## config.mk

```make
export PLATFORM = sky130hd
export DESIGN_NAME = j4_io_hub_flat
export DESIGN_NICKNAME = d
export VERILOG_FILES = /design/src/rtl/j4_io_hub_pkg.sv /design/src/rtl/j4_io_hub_if.sv /design/src/rtl/j4_io_hub_mbox_fifo.sv /design/src/rtl/j4_io_hub.sv /design/src/flat_wrapper.sv
export SDC_FILE = /design/constraint.sdc
export NUM_CORES = 1
export LEC_CHECK = 0
export CAP_MARGIN = 5
export CORE_MARGIN = 2
export CORE_UTILIZATION = 60
export CTS_BUF_LIST = sky130_fd_sc_hd__clkbuf_4 sky130_fd_sc_hd__clkbuf_8
export DETAILED_ROUTE_END_ITERATION = 10
export DONT_BUFFER_PORTS = 1
export GPL_TIMING_DRIVEN = 0
export PLACE_DENSITY_LB_ADDON = 0.3
export SYNTH_ARGS = -nofsm -noshare
export SYNTH_HDL_FRONTEND = slang
export SYNTH_SLANG_ARGS = --single-unit
```

## constraint.sdc

```tcl
create_clock -name clk -period 2.47 [get_ports clk]
set_input_delay 0.494 -clock clk [delete_from_list [all_inputs] [get_ports clk]]
set_output_delay 0.494 -clock clk [all_outputs]
set_load 0.005 [all_outputs]
```

## src/rtl/j4_io_hub_pkg.sv

```systemverilog
// Shared constants, access decode and status packing for the j4 I/O hub.
package j4_io_hub_pkg;

  localparam int NUM_SLOTS = 4;

  localparam logic [15:0] IO_SLOT_ID   = 16'h0100;
  localparam logic [15:0] IO_TICK_LO   = 16'h0101;
  localparam logic [15:0] IO_TICK_HI   = 16'h0102;
  localparam logic [15:0] IO_MBOX      = 16'h0110;
  localparam logic [15:0] IO_MBOX_STAT = 16'h0114;
  localparam logic [15:0] IO_KILL      = 16'h0120;

  // One-hot-ish view of the current bus access; at most one field is set.
  typedef struct packed {
    logic rd_slot_id;
    logic rd_tick_lo;
    logic rd_tick_hi;
    logic rd_pop;
    logic rd_stat;
    logic wr_push;
    logic wr_clr;
    logic wr_kill;
  } io_dec_t;

  function automatic io_dec_t io_decode(input logic rd, input logic wr,
                                        input logic [15:0] addr);
    io_dec_t d;
    d = '0;
    d.rd_slot_id = rd && (addr == IO_SLOT_ID);
    d.rd_tick_lo = rd && (addr == IO_TICK_LO);
    d.rd_tick_hi = rd && (addr == IO_TICK_HI);
    d.rd_pop     = rd && (addr == IO_MBOX);
    d.rd_stat    = rd && (addr == IO_MBOX_STAT);
    // Push window covers 0x0110..0x0113, low two bits select the target slot.
    d.wr_push    = wr && (addr[15:2] == IO_MBOX[15:2]);
    d.wr_clr     = wr && (addr == IO_MBOX_STAT);
    d.wr_kill    = wr && (addr == IO_KILL);
    return d;
  endfunction

  function automatic logic [15:0] mbox_stat(input logic ovf, input logic unf,
                                            input logic [4:0] cnt);
    return {8'h00, ovf, unf, 1'b0, cnt};
  endfunction

endpackage

```

## src/rtl/j4_io_hub_if.sv

```systemverilog
// Core-side I/O bus between the j4 barrel core and the hub.
interface j4_io_hub_if;
  logic        io_rd;
  logic        io_wr;
  logic [15:0] mem_addr;
  logic [15:0] dout;
  logic [1:0]  io_slot;
  logic [15:0] io_din;
  logic [3:0]  kill_slot_rq;

  // Core side drives the access, receives read data and kill requests.
  modport master (output io_rd, io_wr, mem_addr, dout, io_slot,
                  input  io_din, kill_slot_rq);
  // Hub side responds.
  modport slave  (input  io_rd, io_wr, mem_addr, dout, io_slot,
                  output io_din, kill_slot_rq);
endinterface

```

## src/rtl/j4_io_hub_mbox_fifo.sv

```systemverilog
// Per-slot mailbox FIFO: register array, combinational head, flush wins over push/pop.
module j4_mbox_fifo #(
  parameter int DEPTH = 4,
  parameter int AW    = 2
) (
  input  logic          clk,
  input  logic          resetq,
  input  logic          push,
  input  logic          pop,
  input  logic          flush,
  input  logic [15:0]   wd,
  output logic [15:0]   rd,
  output logic [AW:0]   count,
  output logic          full,
  output logic          empty
);

  logic [DEPTH-1:0][15:0] mem;
  logic [AW-1:0]          wp;
  logic [AW-1:0]          rp;
  logic                   do_push;
  logic                   do_pop;

  assign full    = (count == (AW+1)'(DEPTH));
  assign empty   = (count == '0);
  assign rd      = mem[rp];
  assign do_push = push && !full;
  assign do_pop  = pop && !empty;

  // Pointer/count/storage update; pointers wrap naturally at 2**AW.
  always_ff @(posedge clk or negedge resetq) begin
    if (!resetq) begin
      mem   <= '0;
      wp    <= '0;
      rp    <= '0;
      count <= '0;
    end else if (flush) begin
      wp    <= '0;
      rp    <= '0;
      count <= '0;
    end else begin
      if (do_push) begin
        mem[wp] <= wd;
        wp      <= wp + 1'b1;
      end
      if (do_pop) rp <= rp + 1'b1;
      count <= count + {{AW{1'b0}}, do_push} - {{AW{1'b0}}, do_pop};
    end
  end

endmodule

```

## src/rtl/j4_io_hub.sv

```systemverilog
// Slot-aware I/O responder: per-slot mailboxes, cycle counter with
// coherent hi-half shadow, and slot-kill pulse register.
module j4_io_hub
  import j4_io_hub_pkg::*;
#(
  parameter int MBOX_DEPTH = 4,
  parameter int MBOX_AW    = 2
) (
  input  logic        clk,
  input  logic        resetq,
  j4_io_hub_if.slave  bus
);

  io_dec_t dec;
  assign dec = io_decode(bus.io_rd, bus.io_wr, bus.mem_addr);

  logic [31:0]                          tick;
  logic [NUM_SLOTS-1:0][15:0]           tick_hi_shadow;
  logic [NUM_SLOTS-1:0]                 ovf;
  logic [NUM_SLOTS-1:0]                 unf;
  logic [3:0]                           kill_q;

  logic [NUM_SLOTS-1:0]                 push;
  logic [NUM_SLOTS-1:0]                 pop;
  logic [NUM_SLOTS-1:0]                 flush;
  logic [NUM_SLOTS-1:0]                 clr_flags;
  logic [NUM_SLOTS-1:0]                 full;
  logic [NUM_SLOTS-1:0]                 empty;
  logic [NUM_SLOTS-1:0][15:0]           mb_rd;
  logic [NUM_SLOTS-1:0][MBOX_AW:0]      mb_count;
  logic [15:0]                          din;

  // Per-slot strobes; a kill pulse flushes its slot's mailbox on the pulse cycle.
  always_comb begin
    push      = '0;
    pop       = '0;
    flush     = '0;
    clr_flags = '0;
    for (int s = 0; s < NUM_SLOTS; s++) begin
      push[s]      = dec.wr_push && (bus.mem_addr[1:0] == 2'(s));
      pop[s]       = dec.rd_pop  && (bus.io_slot == 2'(s));
      clr_flags[s] = dec.wr_clr  && bus.dout[0] && (bus.io_slot == 2'(s));
      flush[s]     = kill_q[s] ||
                     (dec.wr_clr && bus.dout[1] && (bus.io_slot == 2'(s)));
    end
  end

  for (genvar g = 0; g < NUM_SLOTS; g++) begin : g_mbox
    j4_mbox_fifo #(.DEPTH(MBOX_DEPTH), .AW(MBOX_AW)) u_fifo (
      .clk    (clk),
      .resetq (resetq),
      .push   (push[g]),
      .pop    (pop[g]),
      .flush  (flush[g]),
      .wd     (bus.dout),
      .rd     (mb_rd[g]),
      .count  (mb_count[g]),
      .full   (full[g]),
      .empty  (empty[g])
    );
  end

  // Free-running cycle counter.
  always_ff @(posedge clk or negedge resetq) begin
    if (!resetq) tick <= '0;
    else         tick <= tick + 32'd1;
  end

  // Hi-half shadow capture on LO read, and sticky over/underflow flags.
  always_ff @(posedge clk or negedge resetq) begin
    if (!resetq) begin
      tick_hi_shadow <= '0;
      ovf            <= '0;
      unf            <= '0;
    end else begin
      for (int s = 0; s < NUM_SLOTS; s++) begin
        if (dec.rd_tick_lo && (bus.io_slot == 2'(s)))
          tick_hi_shadow[s] <= tick[31:16];
        if (clr_flags[s]) begin
          ovf[s] <= 1'b0;
          unf[s] <= 1'b0;
        end else begin
          if (push[s] && full[s] && !flush[s]) ovf[s] <= 1'b1;
          if (pop[s] && empty[s])              unf[s] <= 1'b1;
        end
      end
    end
  end

  // Kill register: one-cycle pulse per KILL write, back-to-back writes chain.
  always_ff @(posedge clk or negedge resetq) begin
    if (!resetq) kill_q <= '0;
    else         kill_q <= dec.wr_kill ? bus.dout[3:0] : 4'h0;
  end

  assign bus.kill_slot_rq = kill_q;

  // Read mux; zero when no read, unmapped, popping empty, or held in reset.
  always_comb begin
    din = '0;
    if (dec.rd_slot_id)      din = {14'b0, bus.io_slot};
    else if (dec.rd_tick_lo) din = tick[15:0];
    else if (dec.rd_tick_hi) din = tick_hi_shadow[bus.io_slot];
    else if (dec.rd_pop)     din = empty[bus.io_slot] ? 16'h0000 : mb_rd[bus.io_slot];
    else if (dec.rd_stat)    din = mbox_stat(ovf[bus.io_slot], unf[bus.io_slot],
                                             5'(mb_count[bus.io_slot]));
    if (!resetq) din = '0;
  end

  assign bus.io_din = din;

endmodule
```

## src/flat_wrapper.sv

```systemverilog
// flat-port wrapper written by rule: the top's interface ports become plain ports
module j4_io_hub_flat import j4_io_hub_pkg::*;
#(
  parameter int MBOX_DEPTH = 4,
  parameter int MBOX_AW    = 2
)
  (clk, resetq, bus_io_rd, bus_io_wr, bus_mem_addr, bus_dout, bus_io_slot, bus_io_din, bus_kill_slot_rq);
  j4_io_hub_if bus_i ();
  input  logic clk;
  input  logic resetq;
  input wire logic [$bits(bus_i.io_rd)-1:0] bus_io_rd;
  input wire logic [$bits(bus_i.io_wr)-1:0] bus_io_wr;
  input wire logic [$bits(bus_i.mem_addr)-1:0] bus_mem_addr;
  input wire logic [$bits(bus_i.dout)-1:0] bus_dout;
  input wire logic [$bits(bus_i.io_slot)-1:0] bus_io_slot;
  output wire logic [$bits(bus_i.io_din)-1:0] bus_io_din;
  output wire logic [$bits(bus_i.kill_slot_rq)-1:0] bus_kill_slot_rq;
  assign bus_i.io_rd = bus_io_rd;
  assign bus_i.io_wr = bus_io_wr;
  assign bus_i.mem_addr = bus_mem_addr;
  assign bus_i.dout = bus_dout;
  assign bus_i.io_slot = bus_io_slot;
  assign bus_io_din = bus_i.io_din;
  assign bus_kill_slot_rq = bus_i.kill_slot_rq;
  j4_io_hub #(.MBOX_DEPTH(MBOX_DEPTH), .MBOX_AW(MBOX_AW)) u_core (.clk(clk), .resetq(resetq), .bus(bus_i));
endmodule
```

==> metrics.yaml <==
peakVddDrop_mv: 0.455
top_usage_layer: "met2"
ys.warnings.count: 0
grt_max_degree: 395
worstMarginPinSlew_ns: 0.950
ys_ff_latch: 392
start_util_pct: 61.0
netlist.area_leader.share_pct: 52.4
grtUsageMet2_pct: 45.7
holdCritPathClass: "primary input to asynchronous set/reset pin"
synth.net_count: 1391
worst_skew_pair.late_latency_ns: 0.62
worstSetupPathType: "flop to output port"
grtUsageMet1_pct: 38.2
clk_transition_reported_paths_ns: 0.06
first_iter_violations: 961
vias_per_cell: 6.28
yosysUniqueCellTypes: 52
fin_worst_skew_ns: 0.0340
met3_usage_pct: 7.40
wl_mm: 45.7
tritoncts: "done"
core_sq_um: 30700
r2r_slack_ns: -0.04
final_cells: 1887
dp.cells: 1720
first_pass_iters: 6
cts_num_sinks: 392
status: "finished, violations left"
synth-main-ff-cell: "dfrtp_1"
cts_buffers: 67
io_buffers: 0
cellPowerDensity_nw_per_um2: 583
rr_endpoint: "u_core.g_mbox[0].u_fifo.count[2]"
worst_slack_ns: -0.715
grt_first_pass_wirelength_mm: 71.1
r2r-start: "u_core.g_mbox[0].u_fifo.count[1]"
wire_per_inst_um: 24.2
dieArea_sq_um: 32600
final.fill_count: 1973
total_power_w: 0.0128
antenna_found_initial: 0
seq_area_frac_synth_pct: 52.4
final_hold_viol_count: 392
die_y_um: 181
pin_count: 58
avgSynthCellArea_sq_um: 14.1
cts-root-buf: "clkbuf_8"
synth_top_area_cell: "dfrtp_1"
ant_nets: 0
place_congestion: 0.892
grt_setup_unrepaired: "true"
fin_util_pct: 71.4
routed-via-count: 11900
cts_buffer_depth: 3
critPathCaptureType: "output port"
slew_viol_final: 0
holdWs_ns: -0.404
synth-edff-count: 0
setup_viol: 18
htree_levels: 3
startpoint_type: "flop"
ys_async_sr_fraction_pct: 100
drive_gt1_share_pct: 51.3
fin_crit_ns: 3.19
max_freq_mhz: 314
post-route-period-util_pct: 129
cellLeakagePower_nw: 10.5
arrival_ns: 2.69
diodes: 0
syn_to_final_growth_pct: 17.1
synth.most_common_cell: "dfrtp_1"
cp_max_fo: 5
gr-total-overflow: 0
synth.area.top_cells: "dfrtp_1, mux2_2, mux4_2"
worst_ep_required_time_ns: 1.98
ys_top_cells_by_count: "dfrtp_1, mux2_2, mux4_2"
reg2reg_depth: 12
drc_errors: 0
relSlewSlack_pct: 36.1
netlist_area_sq_um: 18700
grt_usage_pct: 28.2
drv_cap: 0
violations: "negative hold slack, negative setup slack"
die_w_um: 181
dp_hpwl_mm: 29.7
synth_cells: 1324
num-nets-final: 1507
num_rows: 64
grt_pass1_vias: 12400
## cell families after synthesis
kind of cell    Yosys count  share of synthesized area [%]
compound gates           76                           2.98
flops                   392                           52.4
buf+inv                 117                           2.86
mux                     411                           29.8
xor+xnor                 50                           2.34
fa+ha+maj                29                           2.10
simple gates            249                           7.48
## critical path, stage by stage (launching register included)
cell,delay [ns]
dfrtp_2,0.41
buf_8,0.14
buf_12,0.13
mux4_2,0.50
a22oi_2,0.26
nand2_2,0.18
a221oi_4,0.36
nor3_2,0.10
## placed cells by master, fill, tap and decap left out, types with 7 or more instances in the layout
| master | Yosys | layout |
|---|---|---|
| a221oi_2 | 0 | 7 |
| a22oi_2 | 0 | 26 |
| a31oi_1 | 8 | 8 |
| buf_12 | 0 | 9 |
| buf_2 | 26 | 18 |
| buf_4 | 11 | 51 |
| buf_6 | 3 | 12 |
| clkbuf_1 | 41 | 26 |
| clkbuf_4 | 0 | 28 |
| clkbuf_8 | 0 | 84 |
| dfrtp_1 | 392 | 381 |
| dfrtp_2 | 0 | 11 |
| ha_1 | 25 | 24 |
| inv_1 | 30 | 28 |
| mux2_1 | 7 | 7 |
| mux2_2 | 315 | 315 |
| mux4_2 | 85 | 85 |
| nand2_1 | 38 | 18 |
| nand2_2 | 9 | 27 |
| nand2b_1 | 8 | 8 |
| nand3_1 | 16 | 16 |
| nand4_1 | 15 | 15 |
| nor2_1 | 73 | 68 |
| nor2_2 | 4 | 7 |
| nor3_1 | 28 | 9 |
| nor3_2 | 0 | 13 |
| xnor2_1 | 37 | 37 |
| xor2_1 | 13 | 11 |
## metal layers
metal / share of wire (%) / vias to the layer above / routed length (um)
li1: - / 5109 / -
met1: 41 / 6274 / 18800
met2: 49 / 378 / 22600
met3: 7.1 / 91 / 3250
met4: 2.4 / 0 / 1090
met5: 0 / - / 0
## where the power goes
part	internal [W]	switching [W]
Clock	0.00346	0.00268
Combinational	0.0000566	0.000151
Sequential	0.00643	0.000000406
## registers in the layout, indices dropped and copies added (netlist names)
name and flops:
u_core.g_mbox.u_fifo.mem 256, u_core.tick_hi_shadow 64, u_core.tick 32, u_core.g_mbox.u_fifo.count 12, u_core.g_mbox.u_fifo.rp 8, u_core.g_mbox.u_fifo.wp 8
u_core.bus.kill_slot_rq 4, u_core.ovf 4, u_core.unf 4
## layout make-up
type / instances / area (sq um) / area share [%]
sequential: 392 / 9820 / 44.8
multi-input combinational: 815 / 8990 / 41.0
clock buffer: 109 / 1340 / 6.11
buffer: 81 / 573 / 2.62
tap: 396 / 495 / 2.26
timing repair buffer: 53 / 485 / 2.22
inverter: 30 / 113 / 0.514
clock inverter: 11 / 88.8 / 0.405
## how the worst max path moves through the flow
| stage | end | startpoint | cells past startpoint |
|---|---|---|---|
| after floorplan | u_core.g_mbox[3].u_fifo.count[2] | bus_mem_addr[12] | 12 |
| after global placement | bus_io_din[12] | bus_io_slot[1] | 7 |
| after detailed placement | bus_io_din[12] | bus_io_slot[1] | 7 |
| after CTS | bus_io_din[12] | u_core.g_mbox[2].u_fifo.rp[0] | 7 |
| after global routing | bus_io_din[14] | u_core.g_mbox[2].u_fifo.rp[0] | 7 |
| final | bus_io_din[13] | u_core.g_mbox[2].u_fifo.rp[0] | 7 |
## per-stage QoR
| step | TNS (ns) | worst slack [ns] | area (sq um) |
|---|---|---|---|
| 6_report | -9.66 | -0.715 | 21900 |
| 5_1_grt | -10.93 | -0.734 | 21900 |
| 4_1_cts | -9.45 | -0.668 | 21500 |
| 3_5_place_dp | -63.26 | -1.01 | 19300 |
| 3_3_place_gp | -56.69 | -0.994 | 19300 |
| 2_1_floorplan | -3.52 | -0.550 | 18800 |
## what timing repair did
item | CTS | global route
setup buffers | 35 | 16
gates cloned | 2 | 0
gates resized for setup | 137 | 55
setup endpoints to repair | 68 | 33
endpoints found under the hold margin | 392 | 392
pin swaps | 49 | 25
(Power assumes the default switching activity.)
